**src/rtl/fetch_pkg.sv**
```systemverilog
// Shared types and constants for the fetch stage: FSM states, next-pc select codes,
// the NOP bubble word and the sequential PC increment.
package fetch_pkg;

  typedef enum logic [1:0] {
    IDLE,
    WAIT,
    DROP,
    VALID
  } fetch_state_e;

  typedef enum logic [1:0] {
    SEL_HOLD,
    SEL_INC,
    SEL_REDIR,
    SEL_LATCHED
  } pc_sel_e;

  localparam logic [31:0] NOP_INSTR = 32'h0000_0013;
  localparam int unsigned PC_INCR   = 4;

endpackage

```
**src/rtl/fetch_if.sv**
```systemverilog
// Request/acknowledge read channel between the fetch unit (master) and instruction memory (slave).
interface fetch_if #(
  parameter int unsigned DATA_WIDTH = 32
) ();

  logic                  req;
  logic [DATA_WIDTH-1:0] addr;
  logic                  ack;
  logic [DATA_WIDTH-1:0] rdata;

  modport master (
    output req,
    output addr,
    input  ack,
    input  rdata
  );

  modport slave (
    input  req,
    input  addr,
    output ack,
    output rdata
  );

endinterface

```
**src/rtl/fetch_pc_reg.sv**
```systemverilog
// Program counter with its next-pc mux (hold / +4 / redirect / latched redirect) and the
// latched-redirect register used while a squashed memory read drains.
module fetch_pc_reg
  import fetch_pkg::*;
#(
  parameter int unsigned           DATA_WIDTH   = 32,
  parameter logic [DATA_WIDTH-1:0] RESET_VECTOR = '0
) (
  input  logic                  clk,
  input  logic                  rst,
  input  pc_sel_e               sel,
  input  logic                  tgt_load,
  input  logic [DATA_WIDTH-1:0] target,
  output logic [DATA_WIDTH-1:0] pc,
  output logic [DATA_WIDTH-1:0] pc_plus4
);

  logic [DATA_WIDTH-1:0] target_aligned;
  logic [DATA_WIDTH-1:0] tgt_q;
  logic [DATA_WIDTH-1:0] pc_n;

  // Redirect targets are word aligned; the increment wraps naturally at 2^DATA_WIDTH.
  assign target_aligned = target & ~DATA_WIDTH'(3);
  assign pc_plus4       = pc + DATA_WIDTH'(PC_INCR);

  always_comb begin
    pc_n = pc;
    unique case (sel)
      SEL_HOLD:    pc_n = pc;
      SEL_INC:     pc_n = pc_plus4;
      SEL_REDIR:   pc_n = target_aligned;
      SEL_LATCHED: pc_n = tgt_q;
      default:     pc_n = pc;
    endcase
  end

  always_ff @(posedge clk) begin
    if (rst) begin
      pc <= RESET_VECTOR;
    end else begin
      pc <= pc_n;
    end
  end

  always_ff @(posedge clk) begin
    if (tgt_load) begin
      tgt_q <= target_aligned;
    end
  end

endmodule

```
**src/rtl/fetch_unit.sv**
```systemverilog
// Fetch stage: owns the PC, reads instruction memory over a req/ack channel and presents
// InstrF/PCF/PCPlus4F qualified by ValidF. Optional FETCH_PERF_CNT_EN adds fetch/stall counters.
module fetch_unit
  import fetch_pkg::*;
#(
  parameter int unsigned           DATA_WIDTH   = 32,
  parameter logic [DATA_WIDTH-1:0] RESET_VECTOR = '0
) (
  input  logic                  clk,
  input  logic                  rst,
  input  logic                  StallF,
  input  logic                  PCSrcE,
  input  logic [DATA_WIDTH-1:0] PCTargetE,
  fetch_if.master               imem,
  output logic [DATA_WIDTH-1:0] InstrF,
  output logic [DATA_WIDTH-1:0] PCF,
  output logic [DATA_WIDTH-1:0] PCPlus4F,
  output logic                  ValidF
`ifdef FETCH_PERF_CNT_EN
  ,
  output logic [31:0]           fetch_cnt,
  output logic [31:0]           stall_cnt
`endif
);

  fetch_state_e          state, state_n;
  pc_sel_e               pc_sel;
  logic                  tgt_load;
  logic                  capture;
  logic [DATA_WIDTH-1:0] pc;
  logic [DATA_WIDTH-1:0] pc_plus4;

  fetch_pc_reg #(
    .DATA_WIDTH   (DATA_WIDTH),
    .RESET_VECTOR (RESET_VECTOR)
  ) u_pc_reg (
    .clk      (clk),
    .rst      (rst),
    .sel      (pc_sel),
    .tgt_load (tgt_load),
    .target   (PCTargetE),
    .pc       (pc),
    .pc_plus4 (pc_plus4)
  );

  assign imem.req  = (state == WAIT) || (state == DROP);
  assign imem.addr = pc;
  assign ValidF    = (state == VALID);

  always_ff @(posedge clk) begin
    if (rst) begin
      state <= IDLE;
    end else begin
      state <= state_n;
    end
  end

  // A redirect never changes the address of an outstanding read: the read drains in DROP
  // and its data is discarded; a redirect arriving with that ack wins over the latched one.
  always_comb begin
    state_n  = state;
    pc_sel   = SEL_HOLD;
    tgt_load = 1'b0;
    capture  = 1'b0;
    unique case (state)
      IDLE: state_n = WAIT;
      WAIT: begin
        if (PCSrcE) begin
          tgt_load = 1'b1;
          state_n  = DROP;
        end else if (imem.ack) begin
          capture = 1'b1;
          state_n = VALID;
        end
      end
      DROP: begin
        tgt_load = PCSrcE;
        if (imem.ack) begin
          pc_sel  = PCSrcE ? SEL_REDIR : SEL_LATCHED;
          state_n = WAIT;
        end
      end
      VALID: begin
        if (PCSrcE) begin
          pc_sel  = SEL_REDIR;
          state_n = WAIT;
        end else if (!StallF) begin
          pc_sel  = SEL_INC;
          state_n = WAIT;
        end
      end
      default: state_n = IDLE;
    endcase
  end

  always_ff @(posedge clk) begin
    if (rst) begin
      InstrF   <= DATA_WIDTH'(NOP_INSTR);
      PCF      <= RESET_VECTOR;
      PCPlus4F <= RESET_VECTOR + DATA_WIDTH'(PC_INCR);
    end else if (capture) begin
      InstrF   <= imem.rdata;
      PCF      <= pc;
      PCPlus4F <= pc_plus4;
    end
  end

`ifdef FETCH_PERF_CNT_EN
  always_ff @(posedge clk) begin
    if (rst) begin
      fetch_cnt <= '0;
      stall_cnt <= '0;
    end else if ((state == VALID) && !PCSrcE) begin
      if (StallF) begin
        stall_cnt <= stall_cnt + 32'd1;
      end else begin
        fetch_cnt <= fetch_cnt + 32'd1;
      end
    end
  end
`endif

endmodule
```
**src/flat_wrapper.sv**
```systemverilog
// flat-port wrapper written by rule: the top's interface ports become plain ports
module fetch_unit_flat import fetch_pkg::*;
#(
  parameter int unsigned           DATA_WIDTH   = 32,
  parameter logic [DATA_WIDTH-1:0] RESET_VECTOR = '0
)
  (clk, rst, StallF, PCSrcE, PCTargetE, InstrF, PCF, PCPlus4F, ValidF, imem_req, imem_addr, imem_ack, imem_rdata);
  fetch_if #(.DATA_WIDTH(DATA_WIDTH)) imem_i ();
  input  logic clk;
  input  logic rst;
  input  logic StallF;
  input  logic PCSrcE;
  input  logic [DATA_WIDTH-1:0] PCTargetE;
  output logic [DATA_WIDTH-1:0] InstrF;
  output logic [DATA_WIDTH-1:0] PCF;
  output logic [DATA_WIDTH-1:0] PCPlus4F;
  output logic ValidF;
  output wire logic [$bits(imem_i.req)-1:0] imem_req;
  output wire logic [$bits(imem_i.addr)-1:0] imem_addr;
  input wire logic [$bits(imem_i.ack)-1:0] imem_ack;
  input wire logic [$bits(imem_i.rdata)-1:0] imem_rdata;
  assign imem_req = imem_i.req;
  assign imem_addr = imem_i.addr;
  assign imem_i.ack = imem_ack;
  assign imem_i.rdata = imem_rdata;
  fetch_unit #(.DATA_WIDTH(DATA_WIDTH), .RESET_VECTOR(RESET_VECTOR)) u_core (.clk(clk), .rst(rst), .StallF(StallF), .PCSrcE(PCSrcE), .PCTargetE(PCTargetE), .imem(imem_i), .InstrF(InstrF), .PCF(PCF), .PCPlus4F(PCPlus4F), .ValidF(ValidF));
endmodule
```
**config.mk**
```make
export PLATFORM = sky130hd
export DESIGN_NAME = fetch_unit_flat
export DESIGN_NICKNAME = d
export VERILOG_FILES = /design/src/rtl/fetch_pkg.sv /design/src/rtl/fetch_if.sv /design/src/rtl/fetch_pc_reg.sv /design/src/rtl/fetch_unit.sv /design/src/flat_wrapper.sv
export SDC_FILE = /design/constraint.sdc
export NUM_CORES = 1
export LEC_CHECK = 0
export BUFFER_PORTS_ARGS = -buffer_cell sky130_fd_sc_hd__buf_2
export CAP_MARGIN = 20
export CORE_ASPECT_RATIO = 2
export CORE_UTILIZATION = 50
export CTS_CLUSTER_SIZE = 12
export DETAILED_ROUTE_END_ITERATION = 8
export MAX_ROUTING_LAYER = met4
export PLACE_DENSITY = 0.77
export SLEW_MARGIN = 10
export SYNTH_ARGS = -nofsm -noshare
export SYNTH_HDL_FRONTEND = slang
export SYNTH_HIERARCHICAL = 1
export SYNTH_SLANG_ARGS = --single-unit
```
**constraint.sdc**
```tcl
create_clock -name clk -period 3.5 [get_ports clk]
set_input_delay 0.7 -clock clk [delete_from_list [all_inputs] [get_ports clk]]
set_output_delay 0.7 -clock clk [all_outputs]
set_load 0.02 [all_outputs]
```
==> run metrics, run 1 <==
Starting Density 0.5096; DRT iter0 DRCs 442; critical path required time 3810 ps; post-synthesis cell area 7079 um2; total grt overflow 0; drt total wl 18.83 mm; Cells after Synth 817; clk slew on worst S/H paths 60 ps; RR Endpoint u_core/u_pc_reg/pc[17]; largest cells by area after synthesis dfxtp_1 (36%), edfxtp_1 (13%), nand2_1 (12%), a21oi_1 (7.6%), mux2_2 (2.5%); CTS tree yes; Yosys reg bits 158; DRT Pass-1 Iters 5; area growth from synthesis to layout 23.28%; worst hold stages 2; layout cells sized above 1 0.2716; worst hold endpoint u_core/InstrF[24]; pin slew with the least headroom to its limit 774.9 ps; clk sinks 158; Post-synth EDFFs 30; Worst Path Arrival 2920 ps; drt via density 5.476; setup TNS 0 ps; Worst Skew 9.413 ps; worst setup path class flip-flop to flip-flop; fin util 0.6283; Worst Reg-to-Reg Cells 7; io pins 199; Setup Fix Bufs, Post-CTS 0; Die Area 14,670 um2; register area share after synthesis 0.4892; CP Capture Type flip-flop; detailed-route via count 6,478; ys flop type dfxtp_1; post-synth top area share 0.3620; H-tree Lvls 4; Core Rows 61; clk buf depth 2; slew margin rel. 0.4791; # diodes 0; gpl congestion 0.9988; status finished, final reports clean; post-synthesis async set-or-reset flop share 0; core box area 13,890 um2; DR WL/cell 15.92 um; critical path's largest stage delay 740 ps; Tcrit/Tclk final 0.7461; r2r setup slk 890 ps; post-cts repair resize count 0; max-slew violations 0; number of global-route vias before repair 5,870; HP Start u_core/InstrF[24]; CP Max Fanout 7; Synth warnings 6; hold crit path type flip-flop to flip-flop; die width 86.14 um; ANT nets after route 0; GRT Total Usage 0.2647; later-pin clock latency in the skew report 420 ps; area leader, netlist dfxtp_1; Synth Area in Compound Gates 0.1435; RSZ-0062 raised after global routing no; antenna violations before repair 0; fmax 382.9 MHz; largest family of logic cells by synthesized area simple AND/OR/NAND/NOR gates; Slowest cell on crit path nor4_2; largest net degree at the start of global routing 90; Unique masters post-synth 60; Synth Area in Simple Gates 0.2188; crit path time final 2611 ps; Die H 170.3 um; hold-fix buffers at CTS 0; nets 1,055; mux cell area share after synthesis 0.04419; Pleak 3.579 nW; first-pass GRT wire length 29.29 mm; IO buf count 194; Synth Area per Inst 8.665 um2; Critical Path, Cell by Cell ha_1, nand2b_1, a21oi_4, inv_1, nor4_2, a31oi_1, o311a_1; nature of the critical path startpoint flip-flop; CTS Root Cell clkbuf_16; final hold violation count 0; Max VDD drop 352.2 uV; Post-route DRC 0; Post-Synth XOR/XNOR Area 0.04083; post-synthesis adder-cell area fraction 0.008837; final setup violating endpoints 0; PD cells 498.5 nW/um2; MaxCap Viol Count 0; TritonCTS Buffers 17; reg2reg start u_core/state[1]; post-DP HPWL 13.30 mm
## final cells by class
type                       count  area (um2)
fill                        1294        5164
tap                          189       236.5
multi-input combinational    582        3273
timing repair buffer         210        1106
clock inverter                13       138.9
sequential                   158        3463
inverter                      12       45.04
clock buffer                  19       464.2
## power by group
| part | internal, mW | total, mW | switching [mW] |
|---|---|---|---|
| Combinational | 0.175 | 0.461 | 0.286 |
| Clock | 1.07 | 1.86 | 0.792 |
| Sequential | 1.94 | 2.03 | 0.0864 |
## cells in the mapped netlist (4+ instances only)
| master | n |
|---|---|
| nor4_1 | 7 |
| nand4_1 | 15 |
| o31a_1 | 4 |
| buf_2 | 15 |
| and4_1 | 7 |
| and3_1 | 10 |
| dfxtp_1 | 128 |
| buf_4 | 6 |
| nand3_1 | 22 |
| xor2_1 | 16 |
| nand3b_1 | 4 |
| ha_1 | 5 |
| buf_6 | 5 |
| nor3_1 | 11 |
| o221ai_1 | 4 |
| or3_1 | 7 |
| xnor2_1 | 17 |
| mux2i_1 | 11 |
| mux2_2 | 16 |
| a21oi_1 | 107 |
| nand2_1 | 218 |
| clkbuf_1 | 36 |
| o21ai_0 | 18 |
| nor2_1 | 19 |
| edfxtp_1 | 30 |
| inv_1 | 12 |
| nand2b_1 | 4 |
| a31oi_1 | 12 |
## critical path, delay by kind of cell, from the launching register on
kind / cells / cell delay, ps
buffers and inverters: 1 / 160
and+or+nand+nor: 2 / 870
adders and majority gates: 1 / 310
AOI/OAI and AO/OA: 3 / 700
DFF: 1 / 450
## metal layers
metal | vias to the layer above | part of all wire | global-route usage
met5 | - | 0 | -
met4 | 0 | 0.046 | 0.1471
met3 | 69 | 0.055 | 0.05141
met2 | 288 | 0.51 | 0.4489
met1 | 2949 | 0.39 | 0.2857
li1 | 3172 | - | -
## kinds of logic after synthesis
| kind of cell | count (synthesis) |
|---|---|
| xor+xnor | 33 |
| compound gates | 174 |
| simple gates | 338 |
| mux | 28 |
| fa+ha+maj | 5 |
| flops | 158 |
| buf+inv | 80 |
| other cells | 1 |
## cell usage in the layout, fill, tap and decap left out, types with 4 or more instances in the layout
cell / instances
clkbuf_16: 18
xor2_1: 16
nand3b_1: 4
nand2b_1: 4
edfxtp_1: 30
buf_2: 193
and3_1: 10
nor3_1: 11
or3_1: 7
conb_1: 4
inv_1: 12
o21ai_0: 18
o31a_1: 4
dfxtp_1: 128
o221ai_1: 4
nand2_1: 218
and4_1: 7
nor4_1: 7
a21oi_1: 106
xnor2_1: 17
buf_4: 16
ha_1: 5
nand4_1: 15
inv_6: 6
nand3_1: 22
mux2_2: 16
mux2i_1: 11
a31oi_1: 12
nor2_1: 18
## worst max-delay path by stage
stage | from | endpoint | depth (start not counted)
floorplan | PCSrcE | u_core/u_pc_reg/tgt_q[10] | 2
global placement | StallF | u_core/u_pc_reg/pc[17] | 7
detailed placement | StallF | u_core/u_pc_reg/pc[27] | 9
CTS | u_core/state[1] | u_core/u_pc_reg/pc[17] | 7
global route | u_core/state[1] | u_core/u_pc_reg/pc[31] | 9
finish | u_core/state[1] | u_core/u_pc_reg/pc[17] | 7
## sequential cells by signal, summed over array words and instances, names as in the netlist
name / cells
u_core/PCF: 32
u_core/InstrF: 32
u_core/PCPlus4F: 32
u_core/u_pc_reg/tgt_q: 30
u_core/u_pc_reg/pc: 30
u_core/state: 2
## through the flow
step	power, mW	instance area [um2]	worst slack (ps)	hold slack [ps]	cells
finish	4.351	8727	888.5	449.5	1183
global route	4.516	8727	761.7	445.9	1183
CTS	4.395	8727	912.3	448.1	1183
detailed placement	2.526	8124	792.1	442.9	1151
global placement	2.516	8124	843.9	439.2	1151
floorplan	2.362	7091	836.2	517.7	820
No activity file was read; power rests on OpenSTA's default activity.
==> run 2, diff against run 1 <==
--- a/config.mk
+++ b/config.mk
@@ -5,14 +5,15 @@
 export SDC_FILE = /design/constraint.sdc
 export NUM_CORES = 1
 export LEC_CHECK = 0
+export ABC_AREA = 1
 export BUFFER_PORTS_ARGS = -buffer_cell sky130_fd_sc_hd__buf_2
 export CAP_MARGIN = 20
 export CORE_ASPECT_RATIO = 2
-export CORE_UTILIZATION = 50
+export CORE_UTILIZATION = 47
 export CTS_CLUSTER_SIZE = 12
 export DETAILED_ROUTE_END_ITERATION = 8
 export MAX_ROUTING_LAYER = met4
-export PLACE_DENSITY = 0.77
+export PLACE_DENSITY = 0.76
 export SLEW_MARGIN = 10
 export SYNTH_ARGS = -nofsm -noshare
 export SYNTH_HDL_FRONTEND = slang
==> constraint.sdc (replaced) <==
create_clock -name clk -period 2.31 [get_ports clk]
set_input_delay 0.462 -clock clk [delete_from_list [all_inputs] [get_ports clk]]
set_output_delay 0.462 -clock clk [all_outputs]
set_load 0.02 [all_outputs]
==> run 2 against run 1 <==
Effect of this change: clock-buffer cell count rose by 1; highest routed layer unchanged; sequential power rose by 53%; area after synthesis decreased by 3.3%; largest power group unchanged; largest cell class unchanged.
==> run metrics, run 2 <==
Worst Path Arrival 2460 ps (was 2920 ps); Pleak 3.700 nW (was 3.579 nW); # diodes 0 (unchanged); CP Max Fanout 10 (was 7); Cells after DPL 1,232 (was 1,151); DRT Pass-1 Iters 5 (unchanged); detailed-route via count 6,287 (was 6,478); drt via density 4.962 (was 5.476); most frequent cells in the layout nand2_1 (334), buf_2 (194), dfxtp_1 (128) (was nand2_1 (218), buf_2 (193), dfxtp_1 (128)); GRT Total Usage 0.2470 (was 0.2647); Post-synth EDFFs 30 (unchanged); Unique masters post-synth 31 (was 60); largest cells by area after synthesis dfxtp_1 (37%), nand2_1 (18%), edfxtp_1 (13%), a21oi_1 (8.3%), o21ai_0 (3.9%) (was dfxtp_1 (36%), edfxtp_1 (13%), nand2_1 (12%), a21oi_1 (7.6%), mux2_2 (2.5%)); ANT nets after route 0 (unchanged); final setup violating endpoints 0 (unchanged); Critical Path, Cell by Cell ha_1, inv_1, nor2_1, a21oi_1, nor2_2, clkinvlp_4, buf_4, a221oi_1, a21oi_1 (was ha_1, nand2b_1, a21oi_4, inv_1, nor4_2, a31oi_1, o311a_1); ys flop type dfxtp_1 (unchanged); antenna violations before repair 0 (unchanged); largest net degree at the start of global routing 97 (was 90); die width 87.34 um (was 86.14 um); crit path time final 2165 ps (was 2611 ps); area growth from synthesis to layout 24.69% (was 23.28%); worst hold stages 1 (was 2); Yosys reg bits 158 (unchanged); TritonCTS Buffers 17 (unchanged); Worst Skew 11.28 ps (was 9.413 ps); post-synth top area share 0.3743 (was 0.3620); MaxCap Viol Count 0 (unchanged); nature of the critical path startpoint flip-flop (unchanged); RR Endpoint u_core/u_pc_reg/pc[31] (was u_core/u_pc_reg/pc[17]); Final Non-Filler Cells 1,267 (was 1,183); later-pin clock latency in the skew report 420 ps (about the same); Tcrit/Tclk final 0.9372 (was 0.7461); number of global-route vias before repair 5,845 (was 5,870); Synth warnings 6 (unchanged); Cells after Synth 880 (was 817); post-DP HPWL 12.86 mm (was 13.30 mm); slew margin rel. 0.4304 (was 0.4791); post-synthesis async set-or-reset flop share 0 (unchanged); Die Area 15,080 um2 (was 14,670 um2); critical path required time 2600 ps (was 3810 ps); commonest cells in the netlist nand2_1 (334), dfxtp_1 (128), a21oi_1 (114) (was nand2_1 (218), dfxtp_1 (128), a21oi_1 (107)); Starting Density 0.4796 (was 0.5096); worst setup path class flip-flop to flip-flop (unchanged); fmax 461.9 MHz (was 382.9 MHz); nets 1,136 (was 1,055); clk slew on worst S/H paths 70 ps (was 60 ps); worst hold endpoint u_core/u_pc_reg/tgt_q[16] (was u_core/InstrF[24]); DR WL/cell 14.34 um (was 15.92 um); Slowest cell on crit path a221oi_1 (was nor4_2); count leader, synth nand2_1 (unchanged); hold crit path type input pin to flip-flop (was flip-flop to flip-flop); Post-route DRC 0 (unchanged); status finished, final reports clean (unchanged); Largest regs u_core/InstrF x32, u_core/PCF x32, u_core/PCPlus4F x32 (unchanged); Worst Reg-to-Reg Cells 9 (was 7); core box area 14,270 um2 (was 13,890 um2); total grt overflow 0 (unchanged); final hold violation count 0 (unchanged); gpl congestion 0.8901 (was 0.9988); HP Start PCTargetE[16] (was u_core/InstrF[24]); Synth Area per Inst 7.779 um2 (was 8.665 um2); Core Rows 62 (was 61); Max VDD drop 536.7 uV (was 352.2 uV); Die H 172.7 um (was 170.3 um); cell repeated most along the worst path a21oi_1; layout cells sized above 1 0.2549 (was 0.2716); critical path's largest stage delay 410 ps (was 740 ps); H-tree Lvls 4 (unchanged); register area share after synthesis 0.5059 (was 0.4892); IO buf count 194 (unchanged); clk sinks 158 (unchanged); PD cells 762.4 nW/um2 (was 498.5 nW/um2); pin slew with the least headroom to its limit 853.4 ps (was 774.9 ps); CTS tree yes (unchanged); area leader, netlist dfxtp_1 (unchanged); most common cell after layout, fill and taps aside nand2_1 (unchanged); hold-fix buffers at CTS 0 (unchanged); first-pass GRT wire length 28.06 mm (was 29.29 mm); clk buf depth 2 (unchanged); CP Capture Type flip-flop (unchanged); r2r setup slk 150 ps (was 890 ps); CTS Root Cell clkbuf_16 (unchanged); post-synthesis cell area 6845 um2 (was 7079 um2); reg2reg start u_core/state[1] (unchanged); io pins 199 (unchanged); max-slew violations 0 (unchanged); power consumption 6.508 mW (was 4.351 mW); drt total wl 18.17 mm (was 18.83 mm); DRT iter0 DRCs 366 (was 442)
==> run 2: worst max path at each step <==
stage          slack (ps)                   endpoint             from  cells past startpoint
3_5_place_dp          260     u_core/u_pc_reg/pc[31]  u_core/state[1]                      8
2_1_floorplan         380  u_core/u_pc_reg/tgt_q[10]  u_core/state[0]                      3
4_1_cts               240     u_core/u_pc_reg/pc[31]  u_core/state[1]                      8
3_3_place_gp          300     u_core/u_pc_reg/pc[31]  u_core/state[1]                      8
6_report              150     u_core/u_pc_reg/pc[31]  u_core/state[1]                      9
5_1_grt               -20      u_core/u_pc_reg/pc[6]  u_core/state[1]                     10
==> run 2: kinds of logic (layout without fill, tap and decap cells) <==
family / after synthesis / after routing / share of synthesized area
buf+inv: 97 / 289 / 0.06342
fa+ha+maj: 5 / 5 / 0.009139
flops: 158 / 158 / 0.5059
simple gates: 421 / 421 / 0.2574
xor+xnor: 14 / 14 / 0.02340
other cells: 1 / 4 / 0.0005478
compound gates: 184 / 184 / 0.1402
==> run 2: report_power, final <==
part           internal [mW]  switching (mW)  total [mW]
clock                   1.41            1.13        2.54
sequential              2.98           0.137        3.11
combinational          0.288           0.566       0.854
==> run 2: final cells by class <==
cell class / count / area [um2]
timing repair buffer: 210 / 1141
multi-input combinational: 628 / 2972
tap: 192 / 240.2
timing repair inverter: 1 / 7.507
sequential: 158 / 3463
clock buffer: 20 / 446.7
clock inverter: 12 / 88.84
fill: 1372 / 5738
inverter: 46 / 176.4
==> run 2: timing repair <==
action | CTS | global route
resized for setup | 0 | 3
endpoints found under the setup margin | 0 | 2
buffers inserted | 0 | 2
endpoints found under the hold margin | 0 | 0
==> run 2: through the flow <==
stage	setup slack [ps]	TNS (ps)	hold slack, ps	util	cell area, um2
finish	145.1	0	230.7	0.5980	8536
global route	-16.41	-16.41	213.9	0.5980	8536
CTS	244.4	0	206.5	0.5951	8494
detailed placement	263.1	0	451.0	0.5576	7959
global placement	298.2	0	449.0	0.5576	7959
floorplan	377.3	0	480.9	-	6859
==> run 2: layer usage <==
layer / up-vias / part of all wire / global-route usage / routed length (um)
li1: 3193 / - / - / -
met1: 2838 / 0.40 / 0.2749 / 7337
met2: 211 / 0.51 / 0.4043 / 9232
met3: 45 / 0.048 / 0.04964 / 875
met4: 0 / 0.040 / 0.1373 / 728
met5: - / 0 / - / 0
==> run 2: worst max-delay path: cells and delay by family, from the launching register on <==
family                     cells  cell delay (ps)
AOI/OAI and AO/OA              3              600
adders and majority gates      1              240
buffers and inverters          3              420
DFF                            1              400
and+or+nand+nor                2              380
